===== src/rtl/xor_lfsr_scrambler_pkg.sv =====
// Shared constants for the multiplicative LFSR scrambler: PRBS tap masks, default seed, mode encoding.
// Optional SCRAMBLER_PARITY_EN (see top) adds a registered parity bit on the output stream.
package xor_lfsr_scrambler_pkg;

  localparam logic [6:0]  PRBS7_TAPS   = 7'b110_0000;   // x^7 + x^6 + 1
  localparam logic [14:0] PRBS15_TAPS  = 15'h6000;      // x^15 + x^14 + 1
  localparam logic [22:0] PRBS23_TAPS  = 23'h42_0000;   // x^23 + x^18 + 1
  localparam logic [6:0]  DEFAULT_SEED = 7'h7F;

  typedef enum logic {
    MODE_SCRAMBLE   = 1'b0,
    MODE_DESCRAMBLE = 1'b1
  } mode_e;

endpackage


===== src/rtl/xor_lfsr_scrambler_if.sv =====
// Valid/ready word stream; parity rides along only when SCRAMBLER_PARITY_EN is defined.
interface xor_lfsr_scrambler_if #(
  parameter int WIDTH = 8
);
  logic             valid;
  logic             ready;
  logic [WIDTH-1:0] data;
`ifdef SCRAMBLER_PARITY_EN
  logic             parity;
`endif

  modport master (
    output valid,
    output data,
`ifdef SCRAMBLER_PARITY_EN
    output parity,
`endif
    input  ready
  );

  modport slave (
    input  valid,
    input  data,
    output ready
  );
endinterface


===== src/rtl/xor_lfsr_scrambler_bit_step.sv =====
// One combinational LFSR bit stage; the top chains WIDTH of these per clock.
module xor_lfsr_scrambler_bit_step
  import xor_lfsr_scrambler_pkg::*;
#(
  parameter int                  LFSR_LEN = 7,
  parameter logic [LFSR_LEN-1:0] TAPS     = PRBS7_TAPS
) (
  input  logic [LFSR_LEN-1:0] s,
  input  logic                in_bit,
  input  mode_e               mode,
  output logic                o_bit,
  output logic [LFSR_LEN-1:0] s_next
);
  logic fb;

  assign fb    = ^(s & TAPS);
  assign o_bit = in_bit ^ fb;
  // Descrambler shifts in the line bit, which is what makes it self-synchronising.
  assign s_next = {s[LFSR_LEN-2:0], (mode == MODE_DESCRAMBLE) ? in_bit : o_bit};
endmodule


===== src/rtl/xor_lfsr_scrambler.sv =====
// Multiplicative LFSR scrambler/descrambler, WIDTH bits per accepted word, one registered output stage.
// Define SCRAMBLER_PARITY_EN to add out_m.parity (XOR of the output word, registered with it).
module xor_lfsr_scrambler
  import xor_lfsr_scrambler_pkg::*;
#(
  parameter int                  WIDTH    = 8,
  parameter int                  LFSR_LEN = 7,
  parameter logic [LFSR_LEN-1:0] TAPS     = PRBS7_TAPS,
  parameter logic [LFSR_LEN-1:0] SEED     = DEFAULT_SEED
) (
  input  logic                   clk,
  input  logic                   rst,
  input  logic                   mode,
  input  logic                   seed_load,
  xor_lfsr_scrambler_if.slave    in_s,
  xor_lfsr_scrambler_if.master   out_m
);
  logic [LFSR_LEN-1:0] s_q;
  logic [LFSR_LEN-1:0] s_chain [WIDTH+1];
  logic [WIDTH-1:0]    o_word;
  logic [WIDTH-1:0]    data_q;
  logic                valid_q;
  logic                in_rdy;
  logic                accept;

  assign in_rdy     = !valid_q || out_m.ready;
  assign in_s.ready = in_rdy;
  assign accept     = in_s.valid && in_rdy;

  // A coincident seed_load restarts this very word from SEED.
  assign s_chain[0] = seed_load ? SEED : s_q;

  for (genvar i = 0; i < WIDTH; i++) begin : g_bit
    xor_lfsr_scrambler_bit_step #(
      .LFSR_LEN (LFSR_LEN),
      .TAPS     (TAPS)
    ) u_step (
      .s      (s_chain[i]),
      .in_bit (in_s.data[i]),
      .mode   (mode_e'(mode)),
      .o_bit  (o_word[i]),
      .s_next (s_chain[i+1])
    );
  end

`ifdef SCRAMBLER_PARITY_EN
  logic parity_q;
  assign out_m.parity = parity_q;
`endif

  always_ff @(posedge clk) begin
    if (rst) begin
      s_q     <= SEED;
      valid_q <= 1'b0;
      data_q  <= '0;
`ifdef SCRAMBLER_PARITY_EN
      parity_q <= 1'b0;
`endif
    end else if (accept) begin
      s_q     <= s_chain[WIDTH];
      valid_q <= 1'b1;
      data_q  <= o_word;
`ifdef SCRAMBLER_PARITY_EN
      parity_q <= ^o_word;
`endif
    end else begin
      if (seed_load)   s_q     <= SEED;
      if (out_m.ready) valid_q <= 1'b0;
    end
  end

  assign out_m.valid = valid_q;
  assign out_m.data  = data_q;
endmodule


===== src/flat_wrapper.sv =====
// flat-port wrapper written by rule: the top's interface ports become plain ports
module xor_lfsr_scrambler_flat import xor_lfsr_scrambler_pkg::*;
#(
  parameter int                  WIDTH    = 8,
  parameter int                  LFSR_LEN = 7,
  parameter logic [LFSR_LEN-1:0] TAPS     = PRBS7_TAPS,
  parameter logic [LFSR_LEN-1:0] SEED     = DEFAULT_SEED
)
  (clk, rst, mode, seed_load, in_s_valid, in_s_data, in_s_ready, out_m_valid, out_m_data, out_m_ready);
  xor_lfsr_scrambler_if #(.WIDTH(WIDTH)) in_s_i ();
  xor_lfsr_scrambler_if #(.WIDTH(WIDTH)) out_m_i ();
  input  logic clk;
  input  logic rst;
  input  logic mode;
  input  logic seed_load;
  input wire logic [$bits(in_s_i.valid)-1:0] in_s_valid;
  input wire logic [$bits(in_s_i.data)-1:0] in_s_data;
  output wire logic [$bits(in_s_i.ready)-1:0] in_s_ready;
  output wire logic [$bits(out_m_i.valid)-1:0] out_m_valid;
  output wire logic [$bits(out_m_i.data)-1:0] out_m_data;
  input wire logic [$bits(out_m_i.ready)-1:0] out_m_ready;
  assign in_s_i.valid = in_s_valid;
  assign in_s_i.data = in_s_data;
  assign in_s_ready = in_s_i.ready;
  assign out_m_valid = out_m_i.valid;
  assign out_m_data = out_m_i.data;
  assign out_m_i.ready = out_m_ready;
  xor_lfsr_scrambler #(.WIDTH(WIDTH), .LFSR_LEN(LFSR_LEN), .TAPS(TAPS), .SEED(SEED)) u_core (.clk(clk), .rst(rst), .mode(mode), .seed_load(seed_load), .in_s(in_s_i), .out_m(out_m_i));
endmodule

===== config.mk =====
export PLATFORM = sky130hd
export DESIGN_NAME = xor_lfsr_scrambler_flat
export DESIGN_NICKNAME = d
export VERILOG_FILES = /design/src/rtl/xor_lfsr_scrambler_pkg.sv /design/src/rtl/xor_lfsr_scrambler_if.sv /design/src/rtl/xor_lfsr_scrambler_bit_step.sv /design/src/rtl/xor_lfsr_scrambler.sv /design/src/flat_wrapper.sv
export SDC_FILE = /design/constraint.sdc
export NUM_CORES = 1
export LEC_CHECK = 0
export ABC_AREA = 1
export CAP_MARGIN = 20
export CORE_UTILIZATION = 48
export DETAILED_ROUTE_END_ITERATION = 12
export GPL_TIMING_DRIVEN = 0
export PLACE_DENSITY = 0.89
export SLEW_MARGIN = 20
export SYNTH_ARGS = -nofsm -noshare
export SYNTH_HDL_FRONTEND = slang
export SYNTH_SLANG_ARGS = --single-unit

===== constraint.sdc =====
create_clock -name clk -period 1.5 [get_ports clk]
set_input_delay 0.3 -clock clk [delete_from_list [all_inputs] [get_ports clk]]
set_output_delay 0.3 -clock clk [all_outputs]
set_load 0.01 [all_outputs]

Word-level counts from Yosys, hierarchy flattened

Index checks and enable logic that the tools add are counted.

Mux-type cells: 12
Bitwise gates (word level): 8
Reductions and logical operators: 12

Operators by type and width:

| cell              | number |
|---|---|
| $reduce_xor 7->1  | 8 |
| $mux 7            | 2 |
| $mux 1            | 10 |
| $xor 1x1->1       | 8 |
| $reduce_bool 2->1 | 1 |
| $logic_and 1x1->1 | 1 |
| $logic_not 1->1   | 1 |
| $logic_or 1x1->1  | 1 |

Register bits: 16
Bits of input ports: 14
Output and inout bits: 10
Word-level logic and storage cells: 35

Longest topological paths before layout

Word-level depth: 8
Gate-level depth with buffers: 12
Mapped depth without buffers: 11

By module

Synthesis repeated with hierarchy kept, for this count alone.

Cells, all modules: 246
Area, all modules: 1524.0 µm²

By module, submodules not included:

| module                      | times used | cells each | area each (µm²) | sequential area each (µm²) |
|---|---|---|---|---|
| xor_lfsr_scrambler_bit_step | 8          | 19         | 101.3           | 0.0 |
| xor_lfsr_scrambler          | 1          | 94         | 713.2           | 320.3 |

Worst setup path after synthesis

OpenSTA, ideal clock, no wires.

Path type: register -> register
Start: register u_core.valid_q (netlist: u_core.out_m.valid)
End: register u_core.data_q[0] (netlist: u_core.out_m.data[0])
Library setup time: 119 ps
Arrival: 1157 ps
Data required time: 1381 ps
Path slack: 224 ps
Stages on the path, launching flop included: 7
Buffers on the path: 1
Clock period less this slack: 1276 ps
Cells stage by stage: dfxtp_1 > nand2_1 > nand2_2 > clkinv_1 > buf_2 > o21ai_0 > a21oi_1

Cells in the longest elaborated chain, start to end: 3

Ends and longest elaborated chain:

| element                  | RTL line                 | text |
|---|---|---|
| start: declaration       | xor_lfsr_scrambler.sv:22 | `logic valid_q;` |
| start signal: assignment | xor_lfsr_scrambler.sv:54 | `valid_q <= 1'b0;` |
| start signal: assignment | xor_lfsr_scrambler.sv:61 | `valid_q <= 1'b1;` |
| start signal: assignment | xor_lfsr_scrambler.sv:68 | `if (out_m.ready) valid_q <= 1'b0;` |
| $logic_not 1->1          | xor_lfsr_scrambler.sv:26 | `assign in_rdy = !valid_q \|\| out_m.ready;` |
| $logic_or 1x1->1         | xor_lfsr_scrambler.sv:26 |  |
| via in_s_ready           | flat_wrapper.sv:18       | `output wire logic [$bits(in_s_i.ready)-1:0] in_s_ready;` |
| $logic_and 1x1->1        | xor_lfsr_scrambler.sv:28 | `assign accept = in_s.valid && in_rdy;` |
| end signal: assignment   | xor_lfsr_scrambler.sv:62 | `data_q <= o_word;` |
| end: declaration         | xor_lfsr_scrambler.sv:21 | `logic [WIDTH-1:0] data_q;` |

The timed path passes the listed nets, and every way through them passes these cells.
A chain may end at the register's enable or synchronous reset.

Final worst setup path

Start: input port out_m_ready
End: output port in_s_ready

Cells in the longest elaborated chain, start to end: 1

Ends and longest elaborated chain:

| element            | RTL line                 | text |
|---|---|---|
| start: declaration | flat_wrapper.sv:21       | `input wire logic [$bits(out_m_i.ready)-1:0] out_m_ready;` |
| $logic_or 1x1->1   | xor_lfsr_scrambler.sv:26 |  |
| end: declaration   | flat_wrapper.sv:18       |  |

No other way between the ends.

==> impl_metrics.ini <==
[placed_design]
pre_cts_ws_ns = -0.296
hpwl_um = 1750
dpl_cell_area_mm2 = 0.00121
gp_congestion = 0.883
dp_cells = 191
port_buffers = 21

[yosys]
synth.most_common_cell = nand2_1
syn_avg_cell_area_um2 = 6.65
synth_area_leaders = dfxtp_1 33%, nand2_1 9.3%, nor2_1 8.9%
synth_top_area_share_pct = 33.2
synth_nets = 159
synth-warning-count = 0
syn_inst = 145
synthArstFlopShare_pct = 0
ys_seq_area_share_pct = 33.2
yosysTopAreaCell = dfxtp_1
synth_cell_types = 23
synth_edf_count = 0
syn_area_um2 = 965
synth-main-ff-cell = dfxtp_1
synth.ff_latch_count = 16
yosys-top-cells-count = 24 x nand2_1, 23 x nor2_1, 18 x inv_1, 16 x dfxtp_1, 12 x nand3_1

[global_route]
grt.total_usage_pct = 25.7
grt_pass1_wl_um = 3930
grt_pass1_vias = 942
grt-ovfl-total = 0
grt_max_degree = 11
antenna_found_initial = 0

[critical_path]
slowest_stage = clkdlybuf4s50_1
worstSetupEndpointType = primary output
setup.worst_path.class = input port to primary output
cp.arrival_ns = 1.14
worstPathCellList = clkdlybuf4s50_1 -> inv_1 -> nand2_1 -> clkdlybuf4s15_1
crit_buf_inv = 3
required_ns = 1.20
reg2reg_depth = 10
crit_path_start_kind = input port
crit_cells = 4
cp_top_family = buffers and inverters
slowest_delay_ns = 0.45
worstPathMaxFanout = 3

[cts]
clock_path_buffers = 2
cts_sinks = 16
insertion_delay_ns = 0.28
holdBufCountCts = 0
cts_root_buffer = clkbuf_4
clk_pin_slew_ns = 0.10
cts_tree = yes
htree_num_levels = 1
numCtsBuffers = 3

[floorplan]
coreArea_mm2 = 0.00180
core.rowCount = 15
dieArea_mm2 = 0.00219
dieWidth_um = 46.8
start_util_pct = 53.5
die_y_um = 46.8
io_pins = 24

[sta]
setup_ws_ns = 0.0624
tightest_slew_ns = 0.466
hold_viol_final = 0
fin_worst_hold_slack_ns = 0.357
period_share_pct = 95.8
fin_worst_skew_ns = 0.00141
slew_violations = 0
relSlewSlack_pct = 68.9
period_minus_slack_ns = 1.44
final-setup-viol-count = 0
max_clock_freq_mhz = 696
fin_tns_setup_ns = 0

[cells_and_area]
final_nets = 188
fin_cells = 198
drive_above_1_share_pct = 16.2
num_antenna_cells = 0
area_delta_synth_final_pct = 34.6
final_area_mm2 = 0.00130

[pwr]
p_per_area_mw_per_mm2 = 834
leakage_nw = 0.740
max-vdd-ir-drop_uv = 668

[run]
cap_violations = 0

[detailed_routing]
wl_um = 2620
ant_nets = 0
dr_total_vias = 1080
first_pass_iters = 4
detail_route.vias_per_cell = 5.45
drt_drc_violations_left = 0
wl_per_cell_um = 13.2
first_iter_violations = 44

[hold_path]
min_path_type = input port to register
hold_depth = 3

[outcome]
status = finished clean
-- what timing repair did --
action,in CTS,in global routing
cloned,0,0
endpoints found under the setup margin,2,20
pin swaps,0,0
gates resized for setup,1,13
endpoints found under the hold margin,0,0
setup buffers,0,3
-- final timing paths --
| path | start | endpoint | slack [ns] |
|---|---|---|---|
| max | out_m_ready | in_s_ready | 0.06 |
| max reg2reg | u_core.s_q[5] | u_core.s_q[0] | 0.14 |
| min | seed_load | u_core.s_q[1] | 0.36 |
| min reg2reg | u_core.out_m.data[0] | u_core.out_m.data[0] | 0.54 |
-- worst register-to-register path: cells and delay by family (launching register included) --
family,cells,cell delay [ns]
DFF,1,0.36
and+or+nand+nor,10,0.91
-- through the flow --
stage | utilization, % | power [mW]
after CTS | 68.9 | 1.07
after global placement | 66.9 | 0.775
final | 72.1 | 1.08
after floorplan | - | 0.670
after detailed placement | 66.9 | 0.787
after global routing | 72.1 | 1.14
-- cells in the final DEF (no fill, tap or decap), types with 4 or more instances in the layout --
cell type	n
o21ai_1	5
xor2_1	5
dfxtp_1	16
buf_4	4
nand2_2	4
inv_1	18
nand3_1	11
clkdlybuf4s50_1	11
nand3_2	4
nand2_1	24
clkbuf_4	4
dlymetal6s2s_1	9
nor2_1	23
a21oi_1	7
o21ai_0	10
-- where the power goes --
group          switching [mW]  internal, mW
registers              0.0225         0.461
clock network           0.142         0.148
logic                   0.171         0.139
total                   0.336         0.747
-- metal layers --
metal	track usage, %	wire (um)	vias to the layer above
met5	0	0	-
li1	-	-	518
met3	3.85	194	17
met2	44.4	1340	62
met4	13.1	102	0
met1	30.8	982	483
-- cells by family after synthesis --
family	after synthesis	synth area share [%]
DFF	16	33.2
AOI/OAI and AO/OA	28	16.9
xor gates and xnor gates	5	4.54
and+or+nand+nor	71	34.2
buffers and inverters	25	11.2
-- registers in the layout, indices dropped and copies added (netlist names) --
name                count
u_core.out_m.data       8
u_core.out_m.valid      1
u_core.s_q              7
-- layout make-up --
type,instances,area (um^2)
repair buffers,24,255
fillers,161,503
plain buffers,6,38.8
well taps,25,31.3
multi-input cells,104,542
flip-flops and latches,16,320
clock buffers,4,36.3
inverters,19,75.1
No activity file was read; power rests on OpenSTA's default activity.
